===== config.mk =====
export PLATFORM = sky130hd
export DESIGN_NAME = fifo_drain_arbiter
export DESIGN_NICKNAME = d
export VERILOG_FILES = /design/src/rtl/fifo_drain_arbiter.sv
export SDC_FILE = /design/constraint.sdc
export NUM_CORES = 1
export LEC_CHECK = 0
export BUFFER_PORTS_ARGS = -buffer_cell sky130_fd_sc_hd__buf_2
export CORE_ASPECT_RATIO = 1.75
export CORE_MARGIN = 2
export CORE_UTILIZATION = 42
export DETAILED_ROUTE_END_ITERATION = 10
export HOLD_SLACK_MARGIN = 0.12
export PLACE_DENSITY = 0.87
export SLEW_MARGIN = 20
export SYNTH_ARGS = -nofsm -noshare
export SYNTH_HDL_FRONTEND = slang
export SYNTH_SLANG_ARGS = --single-unit

===== constraint.sdc =====
create_clock -name clk -period 2 [get_ports clk]
set_input_delay 0 -clock clk [delete_from_list [all_inputs] [get_ports clk]]
set_output_delay 0 -clock clk [all_outputs]
set_load 0.01 [all_outputs]

===== src/rtl/fifo_drain_arbiter.sv =====
// ---------------------------------------------------------------------------
// fifo_drain_arbiter
//
// Round-robin drain scheduler. Several first-word-fall-through channel FIFOs
// share one downstream stream. One channel is granted at a time. Up to
// BURST_LEN words are popped from it, and then the scheduler re-arbitrates.
// Channels that report half_full are served ahead of channels that are merely
// non-empty.
//
// Ports
//   clk         clock, rising edge
//   rst         asynchronous reset, active high
//   en          arbitration enable (gates only the decision taken in IDLE)
//   chn_nempty  per-FIFO not-empty flag
//   chn_half    per-FIFO half-full flag
//   chn_data    concatenated FIFO heads; channel i is [i*DATA_WIDTH +: DATA_WIDTH]
//   chn_re      per-FIFO pop strobe, one-hot or zero
//   out_data    head word of the granted channel
//   out_valid   out_data is valid
//   out_ready   consumer accepts out_data this cycle
//   out_chn     index of the granted channel
//   busy        a burst is open
//   burst_done  one-cycle pulse when a burst closes
//   dbg_state   current FSM state (0 IDLE, 1 BURST, 2 CLOSE)
//
// Handshake: a word transfers in every cycle where out_valid and out_ready
// are both high. In that same cycle the granted FIFO is popped, because
// chn_re is combinational from out_ready. While out_ready is low, out_valid,
// out_data and out_chn hold. out_valid never drops without a transfer while
// the burst is open.
// ---------------------------------------------------------------------------
module fifo_drain_arbiter #(
   parameter int NUM_CHN    = 4,
   parameter int CHN_BITS   = 2,
   parameter int DATA_WIDTH = 16,
   parameter int BURST_LEN  = 8,
   parameter int CNT_BITS   = 8
) (
   input  logic                          clk,
   input  logic                          rst,
   input  logic                          en,
   input  logic [NUM_CHN-1:0]            chn_nempty,
   input  logic [NUM_CHN-1:0]            chn_half,
   input  logic [NUM_CHN*DATA_WIDTH-1:0] chn_data,
   output logic [NUM_CHN-1:0]            chn_re,
   output logic [DATA_WIDTH-1:0]         out_data,
   output logic                          out_valid,
   input  logic                          out_ready,
   output logic [CHN_BITS-1:0]           out_chn,
   output logic                          busy,
   output logic                          burst_done,
   output logic [1:0]                    dbg_state
);

   typedef enum logic [1:0] {
      IDLE  = 2'd0,
      BURST = 2'd1,
      CLOSE = 2'd2
   } state_t;

   state_t                state_q, state_d;
   logic [CHN_BITS-1:0]   chn_q, chn_d;
   logic [CHN_BITS-1:0]   last_q, last_d;
   logic [CNT_BITS-1:0]   cnt_q, cnt_d;

   logic [NUM_CHN-1:0]    cand;
   logic [CHN_BITS-1:0]   win;
   logic [CHN_BITS-1:0]   rr_idx;
   logic                  found;
   logic [CNT_BITS-1:0]   cnt_inc;
   logic                  pop;

   // Candidate set: half-full channels win if there are any. Otherwise every
   // non-empty channel competes. The scan starts one past the last grant.
   always_comb begin
      cand   = ((chn_nempty & chn_half) != '0) ? (chn_nempty & chn_half) : chn_nempty;
      win    = '0;
      rr_idx = '0;
      found  = 1'b0;
      for (int k = 0; k < NUM_CHN; k++) begin
         rr_idx = CHN_BITS'((int'(last_q) + 1 + k) % NUM_CHN);
         if (!found && cand[rr_idx]) begin
            win   = rr_idx;
            found = 1'b1;
         end
      end
   end

   always_ff @(posedge clk or posedge rst) begin
      if (rst) begin
         state_q <= IDLE;
         chn_q   <= '0;
         last_q  <= CHN_BITS'(NUM_CHN - 1);
         cnt_q   <= '0;
      end else begin
         state_q <= state_d;
         chn_q   <= chn_d;
         last_q  <= last_d;
         cnt_q   <= cnt_d;
      end
   end

   assign cnt_inc = cnt_q + CNT_BITS'(1);

   always_comb begin
      state_d    = state_q;
      chn_d      = chn_q;
      last_d     = last_q;
      cnt_d      = cnt_q;
      chn_re     = '0;
      out_valid  = 1'b0;
      burst_done = 1'b0;
      pop        = 1'b0;
      case (state_q)
         IDLE: begin
            if (en && (chn_nempty != '0)) begin
               chn_d   = win;
               cnt_d   = '0;
               state_d = BURST;
            end
         end
         BURST: begin
            out_valid      = chn_nempty[chn_q];
            pop            = out_valid & out_ready;
            chn_re[chn_q]  = pop;
            if (pop) begin
               cnt_d = cnt_inc;
               if (cnt_inc == CNT_BITS'(BURST_LEN)) begin
                  state_d = CLOSE;
               end
            end else if (!chn_nempty[chn_q]) begin
               // The flag is registered in the FIFO, so a low nempty here is
               // the first cycle after the granted FIFO drained.
               state_d = CLOSE;
            end
         end
         CLOSE: begin
            last_d     = chn_q;
            burst_done = 1'b1;
            state_d    = IDLE;
         end
         default: begin
            state_d = IDLE;
         end
      endcase
   end

   assign out_data  = chn_data[int'(chn_q) * DATA_WIDTH +: DATA_WIDTH];
   assign out_chn   = chn_q;
   assign busy      = (state_q == BURST);
   assign dbg_state = state_q;

endmodule


---- After elaboration in Yosys (flattened, before gate mapping) ----
Index checks and enable logic that the tools add are counted.
cells by class
  add/subtract/negate cells ............... 5
  $lt $le $gt $ge ......................... 6
  eq/ne operators ......................... 7
  shift-type cells ........................ 1
  multiplexer cells ....................... 31
  bitwise operators ....................... 3
  reduce and logical (&&, ||, !) cells .... 15
operators by type and width
  operator                                                                              count
  64-bit by 7-bit indexed part select with 16-bit output                                1
  2-bit 2-to-1 mux                                                                      8
  8-bit 2-to-1 mux                                                                      2
  8-bit case mux with 2 select lines                                                    1
  2-bit by 3-bit < comparator with 1-bit output (second input constant)                 5
  1-bit 2-to-1 mux                                                                      11
  1-bit binary-select mux with 2-bit select                                             5
  8-bit by 1-bit adder with 8-bit output (second input constant)                        1
  4-bit bitwise AND                                                                     2
  8-bit by 4-bit equality test with 1-bit output (second input constant)                1
  4-bit 2-to-1 mux                                                                      2
  4-bit nonzero test                                                                    2
  2-bit adder (second input constant)                                                   3
  3-bit by 2-bit inequality test with 1-bit output (second input constant)              2
  3-bit AND reduction                                                                   2
  1-bit logical AND                                                                     5
  2-bit case mux with 2 select lines                                                    1
  1-bit logical NOT                                                                     3
  2-bit by 1-bit adder with 2-bit output (second input constant)                        1
  1-bit demux with 2-bit select                                                         1
  2-bit by 1-bit equality test with 1-bit output (second input constant)                1
  2-bit equality test (second input constant)                                           1
  2-bit by 1-bit greater-or-equal comparator with 1-bit output (second input constant)  1
  2-bit logical NOT                                                                     1
  other kinds (5)                                                                       5
storage, ports and cells
  flip-flop bits (word level) ............. 14

---- Depth between registers and ports, before layout ----
  depth in word-level cells ............... 15
  mapped depth ............................ 7
  mapped depth without buffers ............ 6

---- Least setup slack after synthesis ----
No wires, ideal clock.
  path kind ............................... register to register
  start point ............................. register chn_q[0], in the netlist out_chn[0]
  end point ............................... register cnt_q[5]
  setup time .............................. 0.110 ns
  arrival ................................. 1.577 ns
  data required time ...................... 1.890 ns
  setup slack ............................. 0.313 ns
  stages on the path, launching flop included .. 7
  buffers on the path ..................... 1
  clock period less this slack ............ 1.687 ns
  path through ............................ dfrtp_1 mux4_2 and2_4 buf_6 a21oi_4 o21ai_1 o41ai_1
on the way
  word-level cells in the longest chain between the ends .. 5
RTL lines
  element                                                     line  RTL
  from (decl)                                                 62    logic [CHN_BITS-1:0] chn_q, chn_d;
  from (signal assigned)                                      97    chn_q <= chn_d;
  1-bit binary-select mux with 2-bit select                   123   out_valid = chn_nempty[chn_q];
  1-bit 2-to-1 mux (implied by the code)                      123
  1-bit bitwise AND                                           124   pop = out_valid & out_ready;
  2-bit by 1-bit inequality test with 1-bit output (no line)  n/a
  3-bit AND reduction (no line)                               n/a
  to (signal assigned)                                        99    cnt_q <= cnt_d;
  to (decl)                                                   64    logic [CNT_BITS-1:0] cnt_q, cnt_d;
No other way between the ends. The select of a mux whose other input is x is not followed.
A chain may end at the register's enable or synchronous reset.

---- Worst setup path in the final report ----
Same ends and word-level chain as after synthesis.

==> run_results.csv <==
group,metric,value,unit
sta,fin_crit_sh,87.3,%
setup_path,r2r_start,"out_chn[0]$_DFFE_PP0P_",
global_route,grt_overflow,0,
finish,fillers,310,
die,die-width,49.1,um
sta,tns,0,ps
detailed_routing,vias,1775,
synthesis,synth_nets,233,
synthesis,ys_warn_count,0,
pwr,power.total,2.12,mW
synthesis,synthesis.area,1500,um2
detailed_routing,drtPass1Iterations,4,
sta,finalSetupViolCount,0,
worst_hold_path,hold_end,"out_chn[0]$_DFFE_PP0P_",
sta,timing.fmax,573,MHz
clock_network,numCtsBuffers,3,
finish,multi_input_area,1060,um2
clock_network,root_buffer,"clkbuf_8",
pwr,p_leak,1.02,nW
detailed_routing,dr.first_iter.drc_count,55,
placed_design,dp_cells,296,
synthesis,ys_async_sr_fraction,100,%
finish,final-seq-area,353,um2
global_route,grt_start_max_net_pins,23,
setup_path,cp_cell_sequence,"mux4_2, nand3_1, nor2_1, o21ai_1, o41ai_1",
setup_path,slowest_delay,530,ps
detailed_routing,drt-total-wl,5.06,mm
worst_hold_path,hp-start,"chn_half[2]",
setup_path,criticalPathCategory,"reg -> reg",
setup_path,slowest_stage,"mux4_2",
sta,setup_ws,254,ps
clock_network,htreeDepth,1,
sta,slew_viol_final,0,
clock_network,clkSinkCount,14,
synthesis,ys_ff_latch,14,
global_route,grt_pass1_vias,1765,
setup_path,r2r_slack,250,ps
synthesis,synth_cell_types,49,
placed_design,io_buffers,102,
die,die_height,83.0,um
worst_hold_path,hold_depth,4,
detailed_routing,wl_per_cell,16.7,um
clock_network,cts_buffer_depth,2,
sta,rsz0062_at_grt,"no",
die,rows,28,
clock_network,clk_latency,250,ps
synthesis,synth_enable_flop_cells,0,
finish,fin_util,61.8,%
placed_design,place_congestion,0.846,
pwr,power.ir.vdd_worst,0.656,mV
global_route,grt_pass1_wl,8.29,mm
setup_path,worstSetupEndpointType,"register",
sta,relSlewSlack,51.4,%
sta,worst_pin_slew,720,ps
pwr,powerDensity,1010,nW/um2
detailed_routing,antenna_left,0,
sta,period_needed,1750,ps
synthesis,avgSynthCellArea,9.65,um2
finish,drive_gt1_share,51.4,%
clock_network,cts.clk_slew.worst_paths,60,ps
finish,nets,336,
sta,finClkSkew,4.72,ps
global_route,antenna_found_initial,0,
worst_hold_path,min_path_type,"in -> reg",
die,boundaryPins,103,
global_route,grt_usage,25.5,%
setup_path,reg2reg_to,"cnt_q[5]$_DFFE_PP0P_",
detailed_routing,post-route-drc-count,0,
die,die-area,4080,um2
setup_path,reg2reg_depth,5,
finish,area_delta_synth_final,40.3,%
die,core-area,3400,um2
flow_run,max_cap_viol_count,0,
setup_path,crit_family,"multiplexers",
die,initial_core_util,44.0,%
clock_network,cts_tree,"yes",
sta,finalHoldViolations,0,
finish,antenna-diode-count,0,
status,status,"finished, final reports clean",
placed_design,post-place-ws,251,ps
finish,layoutNonFillerInstCount,302,
synthesis,ys.flop_type,"dfrtp_1",
setup_path,arrival,1860,ps
synthesis,synth_seq_area_share,23.6,%
placed_design,hpwlAfterDp,4.14,mm
synthesis,syn_inst,155,
setup_path,cp_data_required_time,2110,ps
setup_path,critical_path_buf_inv_count,0,
setup_path,worstSetupStartpointType,"register",
detailed_routing,viasPerCell,5.88,
setup_path,worstPathMaxFanout,13,
[synth_stat cells, drive strengths merged (2+ instances only)]
cell type  instances  area, um2
mux4              17        383
a2bb2oi            2       17.5
buf                8       47.5
nand2             10       37.5
or2                3       18.8
nor2               9       33.8
a21boi             2       15.0
mux2               2       22.5
nor2b              4       25.0
inv                8       30.0
o311ai             2       17.5
a22oi              2       15.0
and2               2       15.0
o21ai             14       70.1
nand3              9       45.0
o41ai              2       17.5
a21oi              8       51.3
o22ai              2       12.5
dfstp              2       52.6
mux2i              2       20.0
and3               5       31.3
dfrtp             12        300
a31o               2       17.5
o31ai              3       22.5
ha                 2       25.0
o211ai             2       15.0
nor3               5       25.0
[kinds of logic (layout without fill, tap and decap cells)]
kind of cell	after synthesis	after routing	share of synthesized area, %
and+or+nand+nor	52	52	17.9
AOI/OAI and AO/OA	48	48	22.3
muxes	21	21	28.4
buffers and inverters	17	119	5.43
DFF	14	14	23.6
adders and majority gates	3	3	2.34
[how the worst max path moves through the flow]
stage / slack (ps) / depth (start not counted) / from / to
after CTS: 240 / 5 / out_chn[0]$_DFFE_PP0P_ / cnt_q[5]$_DFFE_PP0P_
final: 250 / 5 / out_chn[0]$_DFFE_PP0P_ / cnt_q[5]$_DFFE_PP0P_
after global routing: 90 / 5 / out_chn[0]$_DFFE_PP0P_ / cnt_q[5]$_DFFE_PP0P_
after detailed placement: 250 / 5 / out_chn[0]$_DFFE_PP0P_ / cnt_q[5]$_DFFE_PP0P_
after floorplan: 310 / 6 / out_chn[0]$_DFFE_PP0P_ / cnt_q[5]$_DFFE_PP0P_
after global placement: 340 / 5 / out_chn[0]$_DFFE_PP0P_ / cnt_q[5]$_DFFE_PP0P_
[layout make-up]
type	instances	area share [%]
tap	45	2.68
sequential	14	16.8
inverter	8	1.43
clock buffer	4	2.15
timing repair buffer	107	26.3
multi-input combinational	124	50.6
[layer usage]
metal	track usage, %	vias up	share of wire (%)
li1	-	821	-
met1	29.3	860	36
met2	47.1	81	56
met3	3.42	13	5.6
met4	8.31	0	2.7
met5	0	-	0
[worst reg2reg max path: stages (launching register included)]
cell	delay (ps)
dfrtp_1	370
mux4_2	530
nand3_1	370
nor2_1	110
o21ai_1	150
o41ai_1	90
[power breakdown]
| group | internal, mW | leakage [nW] | total [mW] | switching (mW) |
|---|---|---|---|---|
| logic | 0.699 | 0.815 | 1.40 | 0.703 |
| registers | 0.373 | 0.182 | 0.479 | 0.106 |
| clock network | 0.141 | 0.0228 | 0.237 | 0.0960 |
[cells in the final DEF, fill, tap and decap left out, types with 3 or more instances in the layout]
master | netlist | final
buf_2 | 2 | 102
mux4_2 | 17 | 17
dfrtp_1 | 12 | 12
o21ai_1 | 10 | 10
nand2_1 | 10 | 10
nand3_1 | 9 | 9
nor2_1 | 9 | 9
inv_1 | 8 | 8
a21oi_1 | 7 | 7
and3_1 | 5 | 5
nor3_1 | 5 | 5
nor2b_1 | 4 | 4
o21ai_0 | 4 | 4
or2_1 | 3 | 3
o31ai_1 | 3 | 3
clkbuf_8 | 0 | 3
buf_4 | 0 | 3
[state kept, by name, summed over array words and instances, names as in the netlist]
| register | flops |
|---|---|
| out_chn | 2 |
| cnt_q | 8 |
| dbg_state | 2 |
| last_q | 2 |
[metrics by stage]
stage / instance area [um2] / hold WS, ps
final: 2100 / 250
after global routing: 2100 / 284
after CTS: 2100 / 242
after detailed placement: 2030 / 64.3
after global placement: 2030 / 63.8
after floorplan: 1500 / -112
[timing repair]
action / CTS / global route
hold buffers: 2 / 0
endpoints found under the hold margin: 13 / 0
endpoints found under the setup margin: 0 / 0
gates resized for setup: 0 / 0
setup buffers: 0 / 0
No activity file was read; power rests on OpenSTA's default activity.
